==> src/rtl/av1_dec_symbol_search_if.sv <==
// Handshake and table-read bundle between a symbol-search requester and av1_dec_symbol_search.
interface av1_dec_symbol_search_if #(
    parameter int unsigned RANGE_WIDTH = 16,
    parameter int unsigned SYM_WIDTH   = 4
);
    logic                   start;
    logic [RANGE_WIDTH-1:0] range_in;
    logic [RANGE_WIDTH-1:0] dif_in;
    logic [SYM_WIDTH:0]     nsyms;
    logic [SYM_WIDTH-1:0]   cdf_addr;
    logic [RANGE_WIDTH-1:0] cdf_data;
    logic                   busy;
    logic                   done;
    logic [SYM_WIDTH-1:0]   symbol;
    logic [RANGE_WIDTH-1:0] rng_out;
    logic [RANGE_WIDTH-1:0] v_out;
    logic                   error;

    modport master (
        output start, range_in, dif_in, nsyms, cdf_data,
        input  cdf_addr, busy, done, symbol, rng_out, v_out, error
    );

    modport slave (
        input  start, range_in, dif_in, nsyms, cdf_data,
        output cdf_addr, busy, done, symbol, rng_out, v_out, error
    );
endinterface

==> src/rtl/av1_dec_symbol_search.sv <==
// AV1 decoder symbol search: walks the inverse CDF one entry per REQ/CMP pair to find the symbol.
// Optional request checking is built when AV1_DEC_SYM_CHECK_EN is defined.
module av1_dec_symbol_search #(
    parameter int unsigned RANGE_WIDTH = 16,
    parameter int unsigned SYM_WIDTH   = 4,
    parameter int unsigned MIN_PROB    = 4
) (
    input  logic                     clk,
    input  logic                     reset,
    av1_dec_symbol_search_if.slave   bus
);
    localparam int unsigned RW       = RANGE_WIDTH;
    localparam int unsigned SW       = SYM_WIDTH;
    localparam int unsigned NS_W     = SYM_WIDTH + 1;
    localparam int unsigned RH_W     = RW - 8;
    localparam int unsigned IC_W     = RW - 6;
    localparam int unsigned PROD_W   = RH_W + IC_W;
    localparam int unsigned V_W      = RW + 1;
    localparam int unsigned MAX_SYMS = 2 ** SYM_WIDTH;

    typedef enum logic [1:0] {IDLE, REQ, CMP} state_t;

    state_t          st_q, st_d;
    logic [RH_W-1:0] r_hi_q, r_hi_d;
    logic [RW-1:0]   c_q, c_d;
    logic [SW-1:0]   n_q, n_d;
    logic [SW-1:0]   k_q, k_d;
    logic [RW-1:0]   u_q, u_d;
    logic [SW-1:0]   addr_q, addr_d;
    logic            busy_q, busy_d;
    logic            done_q, done_d;
    logic [SW-1:0]   sym_q, sym_d;
    logic [RW-1:0]   rng_q, rng_d;
    logic [RW-1:0]   vout_q, vout_d;

    logic [PROD_W-1:0] prod;
    logic [V_W-1:0]    v_raw;
    logic [V_W-1:0]    v;
    logic              cont;

    // Split point for entry k; the last entry is forced to 0 so the walk always ends.
    assign prod  = PROD_W'(r_hi_q) * PROD_W'(bus.cdf_data >> 6);
    assign v_raw = V_W'(prod >> 1) + V_W'(MIN_PROB) * V_W'(n_q - k_q);
    assign v     = (k_q == n_q) ? '0 : v_raw;
    assign cont  = ({1'b0, c_q} < v) && (k_q < n_q);

`ifdef AV1_DEC_SYM_CHECK_EN
    logic error_q, error_d;
    logic chk_bad;

    assign chk_bad = (bus.nsyms < NS_W'(2)) || (bus.nsyms > NS_W'(MAX_SYMS)) ||
                     !bus.range_in[RW-1] || (bus.dif_in >= bus.range_in);
`endif

    always_ff @(posedge clk) begin
        if (reset) begin
            st_q   <= IDLE;
            r_hi_q <= '0;
            c_q    <= '0;
            n_q    <= '0;
            k_q    <= '0;
            u_q    <= '0;
            addr_q <= '0;
            busy_q <= 1'b0;
            done_q <= 1'b0;
            sym_q  <= '0;
            rng_q  <= '0;
            vout_q <= '0;
`ifdef AV1_DEC_SYM_CHECK_EN
            error_q <= 1'b0;
`endif
        end else begin
            st_q   <= st_d;
            r_hi_q <= r_hi_d;
            c_q    <= c_d;
            n_q    <= n_d;
            k_q    <= k_d;
            u_q    <= u_d;
            addr_q <= addr_d;
            busy_q <= busy_d;
            done_q <= done_d;
            sym_q  <= sym_d;
            rng_q  <= rng_d;
            vout_q <= vout_d;
`ifdef AV1_DEC_SYM_CHECK_EN
            error_q <= error_d;
`endif
        end
    end

    // Next state; busy stays high through the done cycle so a back-to-back start keeps it asserted.
    always_comb begin
        st_d   = st_q;
        r_hi_d = r_hi_q;
        c_d    = c_q;
        n_d    = n_q;
        k_d    = k_q;
        u_d    = u_q;
        addr_d = addr_q;
        busy_d = busy_q;
        done_d = 1'b0;
        sym_d  = sym_q;
        rng_d  = rng_q;
        vout_d = vout_q;
`ifdef AV1_DEC_SYM_CHECK_EN
        error_d = error_q;
`endif
        case (st_q)
            IDLE: begin
                busy_d = 1'b0;
                if (bus.start) begin
`ifdef AV1_DEC_SYM_CHECK_EN
                    error_d = chk_bad;
                    if (chk_bad) begin
                        done_d = 1'b1;
                        busy_d = 1'b1;
                        sym_d  = '0;
                        rng_d  = bus.range_in;
                        vout_d = '0;
                    end else
`endif
                    begin
                        r_hi_d = RH_W'(bus.range_in >> 8);
                        c_d    = bus.dif_in;
                        n_d    = SW'(bus.nsyms - NS_W'(1));
                        k_d    = '0;
                        u_d    = bus.range_in;
                        addr_d = '0;
                        busy_d = 1'b1;
                        st_d   = REQ;
                    end
                end
            end
            REQ: st_d = CMP;
            CMP: begin
                if (cont) begin
                    u_d    = RW'(v);
                    k_d    = k_q + SW'(1);
                    addr_d = k_q + SW'(1);
                    st_d   = REQ;
                end else begin
                    sym_d  = k_q;
                    rng_d  = RW'({1'b0, u_q} - v);
                    vout_d = RW'(v);
                    done_d = 1'b1;
                    st_d   = IDLE;
                end
            end
            default: st_d = IDLE;
        endcase
    end

    assign bus.cdf_addr = addr_q;
    assign bus.busy     = busy_q;
    assign bus.done     = done_q;
    assign bus.symbol   = sym_q;
    assign bus.rng_out  = rng_q;
    assign bus.v_out    = vout_q;
`ifdef AV1_DEC_SYM_CHECK_EN
    assign bus.error    = error_q;
`else
    assign bus.error    = 1'b0;
`endif
endmodule

==> src/flat_wrapper.sv <==
// flat-port wrapper written by rule: the top's interface ports become plain ports
module av1_dec_symbol_search_flat 
#(
    parameter int unsigned RANGE_WIDTH = 16,
    parameter int unsigned SYM_WIDTH   = 4,
    parameter int unsigned MIN_PROB    = 4
)
  (clk, reset, bus_start, bus_range_in, bus_dif_in, bus_nsyms, bus_cdf_data, bus_cdf_addr, bus_busy, bus_done, bus_symbol, bus_rng_out, bus_v_out, bus_error);
  av1_dec_symbol_search_if #(.RANGE_WIDTH(RANGE_WIDTH), .SYM_WIDTH(SYM_WIDTH)) bus_i ();
  input  logic clk;
  input  logic reset;
  input wire logic [$bits(bus_i.start)-1:0] bus_start;
  input wire logic [$bits(bus_i.range_in)-1:0] bus_range_in;
  input wire logic [$bits(bus_i.dif_in)-1:0] bus_dif_in;
  input wire logic [$bits(bus_i.nsyms)-1:0] bus_nsyms;
  input wire logic [$bits(bus_i.cdf_data)-1:0] bus_cdf_data;
  output wire logic [$bits(bus_i.cdf_addr)-1:0] bus_cdf_addr;
  output wire logic [$bits(bus_i.busy)-1:0] bus_busy;
  output wire logic [$bits(bus_i.done)-1:0] bus_done;
  output wire logic [$bits(bus_i.symbol)-1:0] bus_symbol;
  output wire logic [$bits(bus_i.rng_out)-1:0] bus_rng_out;
  output wire logic [$bits(bus_i.v_out)-1:0] bus_v_out;
  output wire logic [$bits(bus_i.error)-1:0] bus_error;
  assign bus_i.start = bus_start;
  assign bus_i.range_in = bus_range_in;
  assign bus_i.dif_in = bus_dif_in;
  assign bus_i.nsyms = bus_nsyms;
  assign bus_i.cdf_data = bus_cdf_data;
  assign bus_cdf_addr = bus_i.cdf_addr;
  assign bus_busy = bus_i.busy;
  assign bus_done = bus_i.done;
  assign bus_symbol = bus_i.symbol;
  assign bus_rng_out = bus_i.rng_out;
  assign bus_v_out = bus_i.v_out;
  assign bus_error = bus_i.error;
  av1_dec_symbol_search #(.RANGE_WIDTH(RANGE_WIDTH), .SYM_WIDTH(SYM_WIDTH), .MIN_PROB(MIN_PROB)) u_core (.clk(clk), .reset(reset), .bus(bus_i));
endmodule
==> config.mk <==
export PLATFORM = sky130hd
export DESIGN_NAME = av1_dec_symbol_search_flat
export DESIGN_NICKNAME = d
export VERILOG_FILES = /design/src/rtl/av1_dec_symbol_search_if.sv /design/src/rtl/av1_dec_symbol_search.sv /design/src/flat_wrapper.sv
export SDC_FILE = /design/constraint.sdc
export NUM_CORES = 1
export LEC_CHECK = 0
export BUFFER_PORTS_ARGS = -buffer_cell sky130_fd_sc_hd__buf_2
export CORE_MARGIN = 2
export CORE_UTILIZATION = 40
export CTS_BUF_LIST = sky130_fd_sc_hd__clkbuf_2
export DETAILED_ROUTE_END_ITERATION = 6
export GPL_TIMING_DRIVEN = 1
export PLACE_DENSITY = 0.65
export SLEW_MARGIN = 10
export SYNTH_ARGS = -nofsm -noshare
export SYNTH_HDL_FRONTEND = slang
export SYNTH_SLANG_ARGS = --single-unit
==> constraint.sdc <==
create_clock -name clk -period 18 [get_ports clk]
set_input_delay 0.9 -clock clk [delete_from_list [all_inputs] [get_ports clk]]
set_output_delay 0.9 -clock clk [all_outputs]
set_load 0.03 [all_outputs]
# Word-level counts from Yosys, hierarchy flattened

Cells that the tools add are included.

Bitwise operators: 2
$mul: 1
Add/subtract/negate cells: 5
Multiplexer cells: 12
Reductions and logical operators: 7
$lt $le $gt $ge: 2
Equality and inequality tests: 5

Operator list:

| kind                                                | count |
|---|---|
| two-way mux 16 bit                                  | 2 |
| one-hot mux 16 bit (2 select lines)                 | 1 |
| multiplier 8 x 10 -> 18 bit                         | 1 |
| adder 17 bit                                        | 1 |
| less-than comparator 16 x 17 -> 1 bit               | 1 |
| two-way mux 17 bit                                  | 1 |
| subtractor 16 bit                                   | 1 |
| two-way mux 4 bit                                   | 2 |
| one-hot mux 4 bit (2 select lines)                  | 1 |
| one-hot mux 2 bit (3 select lines)                  | 1 |
| subtractor 4 x 4 -> 5 bit                           | 1 |
| adder 4 x 1 -> 4 bit, second input constant         | 1 |
| equality test 4 bit                                 | 1 |
| less-than comparator 4 bit                          | 1 |
| AND reduction 2 bit                                 | 2 |
| subtractor 4 x 1 -> 4 bit, second input constant    | 1 |
| two-way mux 1 bit                                   | 3 |
| AND reduction 3 bit                                 | 1 |
| equality test 2 x 1 -> 1 bit, second input constant | 1 |
| equality test 2 bit, second input constant          | 1 |
| logical NOT 2 bit                                   | 1 |
| two-way mux 2 bit                                   | 1 |
| != test 2 x 1 -> 1 bit, second input constant       | 1 |
| != test 2 bit, second input constant                | 1 |
| 4 further kinds                                     | 5 |

Bits of input ports: 56
Output and inout bits: 43
Flip-flop bits (word level): 88

# Logic depth before layout (Yosys ltp)

Gate-level depths: netlist of run 1.

Depth in word-level cells: 7
Mapped depth: 37
Gate-level depth less buffers: 35

# Worst setup path before layout of run 1

No wires, ideal clock.

Kind: input-to-reg
From: input port bus_cdf_data[7]
To: register u_core.k_q[0]
Setup slack: 10.523 ns
Buffers on the path: 1
Cell stages on the path: 33
Arrival time: 7.350 ns
Data required time: 17.872 ns
Path through: and2_1 -> fa_1 -> fa_1 -> inv_1 -> fa_1 -> fa_1 -> inv_1 -> ha_1 -> o21ai_0 -> nor2_1 -> o21a_1 -> nor2_1 -> nor2b_1 -> o21ai_0 -> nor2b_1 -> xnor2_1 -> ha_1 -> and3_1 -> o211ai_2 -> nand3b_1 -> a21oi_1 -> xor2_1 -> nor2_1 -> inv_1 -> ha_1 -> a2111oi_0 -> nand2_1 -> o22ai_1 -> a31oi_1 -> nand2_4 -> buf_6 -> mux2i_1 -> nor2_1

Longest elaborated chain between the ends: 7

RTL lines:

| element                                 | RTL line                    | source |
|---|---|---|
| start, declared                         | flat_wrapper.sv:16          | `input wire logic [$bits(bus_i.cdf_data)-1:0] bus_cdf_data;` |
| multiplier 8 x 10 -> 18 bit             | av1_dec_symbol_search.sv:42 | `assign prod = PROD_W'(r_hi_q) * PROD_W'(bus.cdf_data >> 6);` |
| adder 17 bit                            | av1_dec_symbol_search.sv:43 | `assign v_raw = V_W'(prod >> 1) + V_W'(MIN_PROB) * V_W'(n_q - k_q);` |
| two-way mux 17 bit                      | av1_dec_symbol_search.sv:44 | `assign v = (k_q == n_q) ? '0 : v_raw;` |
| less-than comparator 16 x 17 -> 1 bit   | av1_dec_symbol_search.sv:45 | `assign cont = ({1'b0, c_q} < v) && (k_q < n_q);` |
| logical AND 1 bit                       | av1_dec_symbol_search.sv:45 |  |
| != test 2 x 1 -> 1 bit (no source line) | --                          |  |
| AND reduction 3 bit (no source line)    | --                          |  |
| end signal, assigned                    | av1_dec_symbol_search.sv:77 | `k_q <= k_d;` |
| end, declared                           | av1_dec_symbol_search.sv:27 | `logic [SW-1:0] k_q, k_d;` |

No other way between the ends.
A chain may end at the register's enable or synchronous reset.

# Worst setup path in the final report of run 1

From: register u_core.r_hi_q[7]
To: register u_core.u_q[13]

Longest elaborated chain between the ends: 7
Elaborated cells between the ends (all ways): 9
Classes of those cells: 1 x add/sub; 1 x mul; 1 x order compare; 1 x eq/ne; 3 x mux; 2 x reduce/logical

RTL lines:

| element                                 | RTL line                    | source |
|---|---|---|
| start, declared                         | av1_dec_symbol_search.sv:24 | `logic [RH_W-1:0] r_hi_q, r_hi_d;` |
| start signal, assigned                  | av1_dec_symbol_search.sv:74 | `r_hi_q <= r_hi_d;` |
| multiplier 8 x 10 -> 18 bit *           | av1_dec_symbol_search.sv:42 |  |
| adder 17 bit *                          | av1_dec_symbol_search.sv:43 |  |
| two-way mux 17 bit *                    | av1_dec_symbol_search.sv:44 |  |
| less-than comparator 16 x 17 -> 1 bit   | av1_dec_symbol_search.sv:45 |  |
| logical AND 1 bit                       | av1_dec_symbol_search.sv:45 |  |
| != test 2 x 1 -> 1 bit (no source line) | --                          |  |
| AND reduction 3 bit (no source line)    | --                          |  |
| end signal, assigned                    | av1_dec_symbol_search.sv:78 | `u_q <= u_d;` |
| end, declared                           | av1_dec_symbol_search.sv:28 | `logic [RW-1:0] u_q, u_d;` |

Every way passes the cells marked *; elsewhere a longest branch is shown, timed or not. The select of a mux whose other input is x is not followed.

==> results of run 1 <==
==> cell usage in the layout (no fill, tap or decap), types with 14 or more instances in the layout <==
cell type	n
sky130_fd_sc_hd__fa_1	51
sky130_fd_sc_hd__nand2b_1	14
sky130_fd_sc_hd__and2_1	61
sky130_fd_sc_hd__nand2_1	108
sky130_fd_sc_hd__xor2_1	16
sky130_fd_sc_hd__a21oi_1	66
sky130_fd_sc_hd__mux2i_1	31
sky130_fd_sc_hd__a21o_1	16
sky130_fd_sc_hd__inv_1	98
sky130_fd_sc_hd__xnor2_1	23
sky130_fd_sc_hd__nor2_1	96
sky130_fd_sc_hd__buf_2	90
sky130_fd_sc_hd__o21ai_0	20
sky130_fd_sc_hd__ha_1	88
sky130_fd_sc_hd__a211oi_1	16
sky130_fd_sc_hd__dfxtp_1	88
==> synthesized netlist by cell type, types with 2 or more instances <==
library cell / count
sky130_fd_sc_hd__dfxtp_1: 88
sky130_fd_sc_hd__or2_2: 4
sky130_fd_sc_hd__nor3_1: 7
sky130_fd_sc_hd__o21bai_1: 4
sky130_fd_sc_hd__a31oi_1: 6
sky130_fd_sc_hd__a311oi_1: 3
sky130_fd_sc_hd__mux2i_1: 31
sky130_fd_sc_hd__buf_6: 6
sky130_fd_sc_hd__fa_1: 51
sky130_fd_sc_hd__clkbuf_1: 28
sky130_fd_sc_hd__and3_1: 5
sky130_fd_sc_hd__and2_1: 61
sky130_fd_sc_hd__nand3_1: 13
sky130_fd_sc_hd__a221oi_1: 4
sky130_fd_sc_hd__o21ai_0: 20
sky130_fd_sc_hd__a211oi_1: 16
sky130_fd_sc_hd__o31ai_1: 2
sky130_fd_sc_hd__nor2_1: 96
sky130_fd_sc_hd__o21a_1: 8
sky130_fd_sc_hd__buf_4: 2
sky130_fd_sc_hd__xor2_1: 16
sky130_fd_sc_hd__nor2b_1: 7
sky130_fd_sc_hd__nand2_1: 108
sky130_fd_sc_hd__nand4_1: 5
sky130_fd_sc_hd__o211a_1: 3
sky130_fd_sc_hd__nand3b_1: 7
sky130_fd_sc_hd__nor3b_1: 2
sky130_fd_sc_hd__o21ai_1: 2
sky130_fd_sc_hd__a211oi_2: 5
sky130_fd_sc_hd__a21o_1: 16
sky130_fd_sc_hd__xnor2_1: 23
sky130_fd_sc_hd__o211ai_1: 5
sky130_fd_sc_hd__or3_1: 4
sky130_fd_sc_hd__ha_1: 88
sky130_fd_sc_hd__a211o_1: 2
sky130_fd_sc_hd__nand2b_1: 14
sky130_fd_sc_hd__a21oi_1: 66
sky130_fd_sc_hd__inv_1: 98
==> sequential cells by signal, summed over array words and instances (netlist names), 2 cells and up <==
| name | count |
|---|---|
| u_core.bus.rng_out | 16 |
| u_core.bus.symbol | 4 |
| u_core.bus.v_out | 16 |
| u_core.c_q | 16 |
| u_core.k_q | 4 |
| u_core.n_q | 4 |
| u_core.r_hi_q | 8 |
| u_core.st_q | 2 |
| u_core.u_q | 16 |
==> worst paths after layout <==
kind | endpoint | slack, ns | start
min reg2reg | u_core.c_q[0] | 0.48 | u_core.c_q[0]
min | u_core.c_q[0] | 0.48 | u_core.c_q[0]
max | u_core.u_q[13] | 9.66 | u_core.r_hi_q[7]
max reg2reg | u_core.u_q[13] | 9.66 | u_core.r_hi_q[7]
==> stage by stage <==
step,utilization [%],area [um^2],total power (W)
CTS,44.5,8670,0.000780
detailed placement,44.0,8560,0.000673
global route,44.5,8670,0.000844
global placement,44.0,8560,0.000669
finish,44.5,8670,0.000778
floorplan,-,7950,0.000567
==> layer usage <==
metal  share of wire, %  GRT usage, %
met1                 48          25.6
met2                 45          30.1
met3                4.8          3.14
met4                1.9          4.26
met5                  0             0
==> power by group <==
group	internal (W)	switching, W
registers	0.000210	0.0000128
logic	0.000176	0.000273
clock network	0.0000321	0.0000730
==> kinds of logic (layout without fill, tap and decap cells) <==
| logic type | after synthesis | after routing | share of synthesized area, % |
|---|---|---|---|
| other | 1 | 1 | 0.0472 |
| and+or+nand+nor | 340 | 340 | 20.4 |
| muxes | 33 | 33 | 4.24 |
| AOI/OAI and AO/OA | 178 | 178 | 15.1 |
| adders and majority gates | 139 | 139 | 26.7 |
| DFF | 88 | 88 | 22.2 |
| xor gates and xnor gates | 39 | 39 | 4.30 |
| buffers and inverters | 135 | 206 | 7.05 |
==> worst max-delay path, delay by kind of cell (launching register included) <==
kind            cells  cell delay (ns)
flops               1             0.68
compound gates      9             2.29
xor+xnor            2             0.27
fa+ha+maj           7             3.01
buf+inv             4             0.30
simple gates       10             1.73
==> layout make-up <==
| cell class | instances | area, um^2 | share of cell area (%) |
|---|---|---|---|
| multi-input combinational | 730 | 5620 | 64.9 |
| sequential | 88 | 1760 | 20.3 |
| clock buffer | 9 | 45.0 | 0.520 |
| timing repair buffer | 93 | 473 | 5.46 |
| clock inverter | 6 | 67.6 | 0.779 |
| tap | 265 | 332 | 3.82 |
| inverter | 98 | 368 | 4.24 |
==> results by stage, run 1 <==
Finish:
- The fraction of final layout cells sized beyond drive strength 1 is 12.4%.
- 0 antenna diodes ended up in the layout.
- In the final design database the tool counted 1215 nets.
- The count of cells in the finished layout, fillers not included, comes to 1289.
- From synthesis to final layout, the design area changed by 9.12%.
- The count of fill cells added during filler insertion is 2011.

Yosys:
- The post-synthesis net count is 1148.
- The part of the Yosys area used for sequential elements is 22.2%.
- The most used flip-flop cell after synthesis is sky130_fd_sc_hd__dfxtp_1.
- Averaged over all synthesized cells, the footprint is 8.34 um^2.
- Yosys attributes the largest share of cell area to sky130_fd_sc_hd__dfxtp_1 22%, sky130_fd_sc_hd__ha_1 14%, sky130_fd_sc_hd__fa_1 13%.
- The cell taking the most area after synthesis is sky130_fd_sc_hd__dfxtp_1.
- The synthesized netlist contains 65 unique library cells.
- The gate count after technology mapping is 953.
- Summed over its instances, the top area cell type makes up 22.2% of the synthesized netlist area.
- In the synthesized netlist the async set-or-reset flop fraction comes to 0%.
- The count of flip-flops with a built-in enable after synthesis is 0.
- After synthesis the cells add up to 0.00795 mm^2.
- During synthesis, Yosys emitted a total of 0 warnings.
- The number of register bits inferred by synthesis is 88.

Global route:
- The number of antenna violations at the first check in global routing came to 1.
- The via count of the first global-routing pass is 6610.
- Summed over all layers, the global routing overflow is 0.
- The first global-routing pass estimated 32400 um of wire.
- Global routing used 18.5% of the available tracks across all layers.
- Entering global routing, the biggest net connects 85 pins.

Worst setup path:
- The worst setup path is captured at a flop.
- In this run the worst path has a maximum fanout of 24.
- For the worst setup path, the data arrival time is 8.84 ns.
- The start-to-end type of the worst setup path is reg -> reg.
- Data on the critical path is required at its endpoint by 18.50 ns.
- STA classifies the critical path startpoint as a flop.
- For this design, the slowest cell found on the critical path is sky130_fd_sc_hd__dfxtp_1.
- For the worst flop-to-flop path, the logic depth is 32.
- On the worst path, the slowest cell contributes a delay of 0.68 ns.

Clocking:
- The clock tree from TritonCTS is yes.
- The total setup buffers inserted after CTS is 0.
- The number of CTS-inserted buffers is 9.
- The source-to-sink clock delay at the later pin of the worst-skew pair is 0.58 ns.
- The number of clock sinks is 88.
- The number of hold buffers added after CTS is 0.
- The CTS root buffer is sky130_fd_sc_hd__clkbuf_2.
- In this run the number of H-tree levels came out at 3.
- The post-cts sizing count is 0.
- Clock-pin slew was measured on the worst setup and hold paths at 0.26 ns.
- The maximum clock insertion buffer count is 2.

Die:
- The floorplan step defined a die boundary enclosing 0.0210 mm^2.
- The width of the die is 145 um.
- The I/O pin total is 99.
- Once the floorplan was initialized, standard cells occupied 40.8% of the core.
- The count of standard-cell rows is 51.
- In this run the vertical extent of the chip is 145 um.
- The core region is 0.0195 mm^2.

Drt:
- The first TritonRoute pass finished after 4 iterations.
- Summed over all layers, the routed wires come to 19000 um.
- After detailed routing, the number of vias per cell comes to 5.10.
- In the final routed layout, each cell accounts on average for 14.7 um.
- The remaining number of nets flagged by the antenna check after routing is 0.
- In the routed design, unresolved DRC markers number 0.
- Across all layers, the routed design uses 6578 vias.
- The number of violations reported at the end of detailed-routing iteration 0 is 313.

STA:
- The number of pins exceeding their max-slew limit in the final report is 0.
- The achievable clock frequency is 0.120 GHz.
- The total of endpoints with negative setup slack in the final report is 0.
- The transition time at the pin with the least slew margin is 0.962 ns.
- The final worst clock skew is 0.0316 ns.
- The worst slew slack as a fraction of its limit is 35.7%.
- The share of the cycle needed by the critical path after routing is 46.3%.
- The final hold violation count is 0.
- Setup repair after global routing left no endpoint under its margin.
- The worst path meets setup with 9.66 ns of slack.
- The post-route worst hold slack is 0.476 ns.
- For the final routed database, the setup TNS stands at 0 ns.
- The shortest period the worst path allows is 8.34 ns.

Power and ir drop:
- Power spread over the standard cell area amounts to 89.7 mW/mm^2.
- In this run the static leakage power is 4.23 nW.
- The maximum VDD drop is 0.0515 mV.

Place:
- The post-DP HPWL is 14900 um.
- The weighted congestion at the end of routability-driven global placement is 0.881.
- Timing analysis after detailed placement gives a worst setup slack of 9.35 ns.
- Buffers placed on the I/O ports in this run total 90.
- In this run, placement finished with an instance count of 1274.

Run:
- Max-cap violations in this run came to 0.

Worst hold path:
- The number of cells on the worst hold path is 2.
- The tightest min-delay check is of the reg -> reg type.

Status:
- The flow ran to the end, and the final reports show no timing, DRC or antenna violations.
Note: power is estimated with default switching activity, not from simulation.
==> run 2: changes to the inputs <==
- clock period: 18 -> 8.4 ns (I/O delays scaled with it)
==> run 2 against run 1 <==
Against the previous run:
- sequential power rose by 110%
- global-route usage rose by 0.11 points
- sequential share of layout area barely moved
- cell area grew 0.68%
==> results by stage, run 2 (same netlist as run 1, synthesis figures left out) <==
Status:
- The run finished with clean final reports.

Clocking:
- After clock tree synthesis, the flow added hold-fix buffers numbering 0.
- TritonCTS built the clock tree.
- The number of clock sinks is 88.
- The total setup buffers inserted after CTS is 0.
- The source-to-sink clock delay at the later pin of the worst-skew pair is 0.58 ns.
- The maximum clock insertion buffer count is 2.
- The post-cts sizing count is 0.
- The number of CTS-inserted buffers is 9.
- Clock-pin slew was measured on the worst setup and hold paths at 0.26 ns.
- The CTS root buffer is sky130_fd_sc_hd__clkbuf_2.
- The number of H-tree levels is 3.

Finish:
- Leaving out fill and tap cells, the most frequent cell in the layout is sky130_fd_sc_hd__nand2_1.
- The post-route netlist has 13.4% of its cells at a drive strength greater than 1.
- The layout net count is 1221.
- From synthesis to final layout, the design area changed by 9.86%.
- The utilization of the core after routing is 44.8%.
- The count of fill cells added during filler insertion is 1981.
- Leaving out fill and tap cells, the most frequent cells in the layout are 108 x sky130_fd_sc_hd__nand2_1, 98 x sky130_fd_sc_hd__inv_1, 96 x sky130_fd_sc_hd__nor2_1.
- The total inserted antenna cells is 0.

STA:
- Static timing analysis puts the maximum clock frequency at 0.129 GHz.
- The final hold violation count is 0.
- Setup violations remaining at the end of the flow were counted as 0.
- The worst slew slack as a fraction of its limit is 32.4%.
- For the pin with the worst max-slew slack, the measured transition is 1.01 ns.
- Setup repair after global routing left no endpoint under its margin.
- The share of the cycle needed by the critical path after routing is 92.6%.
- The final worst clock skew is 0.0225 ns.
- Hold timing on the final database bottoms out at a slack of 0.0543 ns.
- The number of pins exceeding their max-slew limit in the final report is 0.
- Summed over all failing endpoints, the final setup total negative slack is 0 ns.
- The worst path meets setup with 0.626 ns of slack.
- The shortest period the worst path allows is 7.77 ns.

Drt:
- The remaining number of nets flagged by the antenna check after routing is 0.
- For this block, the initial DRC count from the detailed router was 331.
- For this block, the routed nets add up to 19500 um of wire.
- The average detailed-routed wire length per instance is 15.1 um.
- Across all layers, the routed design uses 6554 vias.
- The number of vias per cell is 5.06.
- The number of remaining DRC errors is 0.
- Before antenna repair, the detailed router went through 6 iterations.

Worst setup path:
- Of all nets on the critical path, the largest fanout is 24.
- The critical path is of the reg -> reg type.
- The kind of end point of the critical path is a flop.
- In this design, the stage delay of the slowest critical-path cell is 0.57 ns.
- Data arrives at the worst endpoint at 8.27 ns.
- The required time of the critical path is 8.89 ns.
- The slowest library cell on the worst path is sky130_fd_sc_hd__fa_1.
- The worst setup path is launched from a flop.

Global route:
- The layer flagged by global routing as most heavily used is met2.
- The first global-routing pass estimated 32100 um of wire.
- The fraction of met3 tracks used by global routing is 2.96%.
- For this run, the total global-route usage over all layers was measured as 18.6%.
- The met1 capacity usage during global routing is 26.0%.
- Entering global routing, the biggest net connects 85 pins.
- The number of antenna violations at the first check in global routing is 0.
- The via count of the first global-routing pass was 6405.
- In the global route stage, met2 resource usage came out at 30.3%.
- The total congestion overflow is 0.

Power and ir drop:
- The power consumption is 0.00167 W.
- Across the VDD grid, the largest voltage drop is 0.105 mV.
- The leakage power of the design is 4.27 nW.
- The total power density per cell area is 192 mW/mm^2.

Place:
- The worst setup timing slack at the placement stage is 0.542 ns.
- Once detailed placement completed, the half-perimeter wirelength came to 15200 um.
- Input and output buffers added on the ports amount to 90.
- At the end of routability-driven placement, the weighted congestion stood at 0.873.

Die:
- 99 I/O pins were placed.
- The vertical die dimension is 145 um.
- The initial utilization of the core area, before any placement, comes to 40.8%.
- The floorplan die area is 0.0210 mm^2.
- The count of standard-cell rows is 51.
- After floorplanning, the core was sized to cover 0.0195 mm^2.
- Measured along the x axis, the die boundary spans 145 um.

Worst hold path:
- The worst hold path belongs to the class in -> reg.

Run:
- The max-capacitance violation count is 0.
-- run 2: power breakdown --
group / total, W / switching [W] / leakage [nW] / internal [W]
clock network: 0.000221 / 0.000154 / 0.0656 / 0.0000661
logic: 0.000976 / 0.000587 / 3.48 / 0.000388
registers: 0.000479 / 0.0000275 / 0.721 / 0.000451
-- run 2: layout make-up --
type	instances	area, um^2	share of cell area [%]
multi-input combinational	730	5620	64.4
timing repair buffer	99	531	6.08
tap	265	332	3.80
inverter	98	368	4.21
sequential	88	1770	20.3
clock buffer	9	45.0	0.516
clock inverter	6	60.1	0.688
-- run 2: path summary, 6_finish.rpt --
kind / startpoint / to / slack, ns / depth (start not counted)
setup / recovery: u_core.r_hi_q[7] / u_core.u_q[13] / 0.63 / 35
setup reg to reg: u_core.r_hi_q[7] / u_core.u_q[13] / 0.63 / 35
hold reg to reg: u_core.c_q[0] / u_core.c_q[0] / 0.47 / 2
hold / removal: bus_dif_in[6] / u_core.c_q[6] / 0.05 / 3
-- run 2: critical path: cells and delay by family, from the launching register on --
family,cells,cell delay [ns]
flip-flops,1,0.48
XOR/XNOR,2,0.28
buffers and inverters,6,0.61
adder cells (fa/ha/maj),7,3.09
AND/OR/NAND/NOR,11,1.57
AO/OA/AOI/OAI,9,1.66
-- run 2: routing by layer --
layer | vias to the layer above | routed length (um)
met3 | 23 | 817
met2 | 132 | 8800
met4 | 0 | 302
met1 | 3078 | 9610
li1 | 3321 | -
met5 | - | 0
-- run 2: stage by stage --
stage | cell area (um^2) | instances
finish | 8730 | 1295
global route | 8730 | 1295
CTS | 8720 | 1295
detailed placement | 8610 | 1280
global placement | 8610 | 1280
floorplan | 7950 | 953
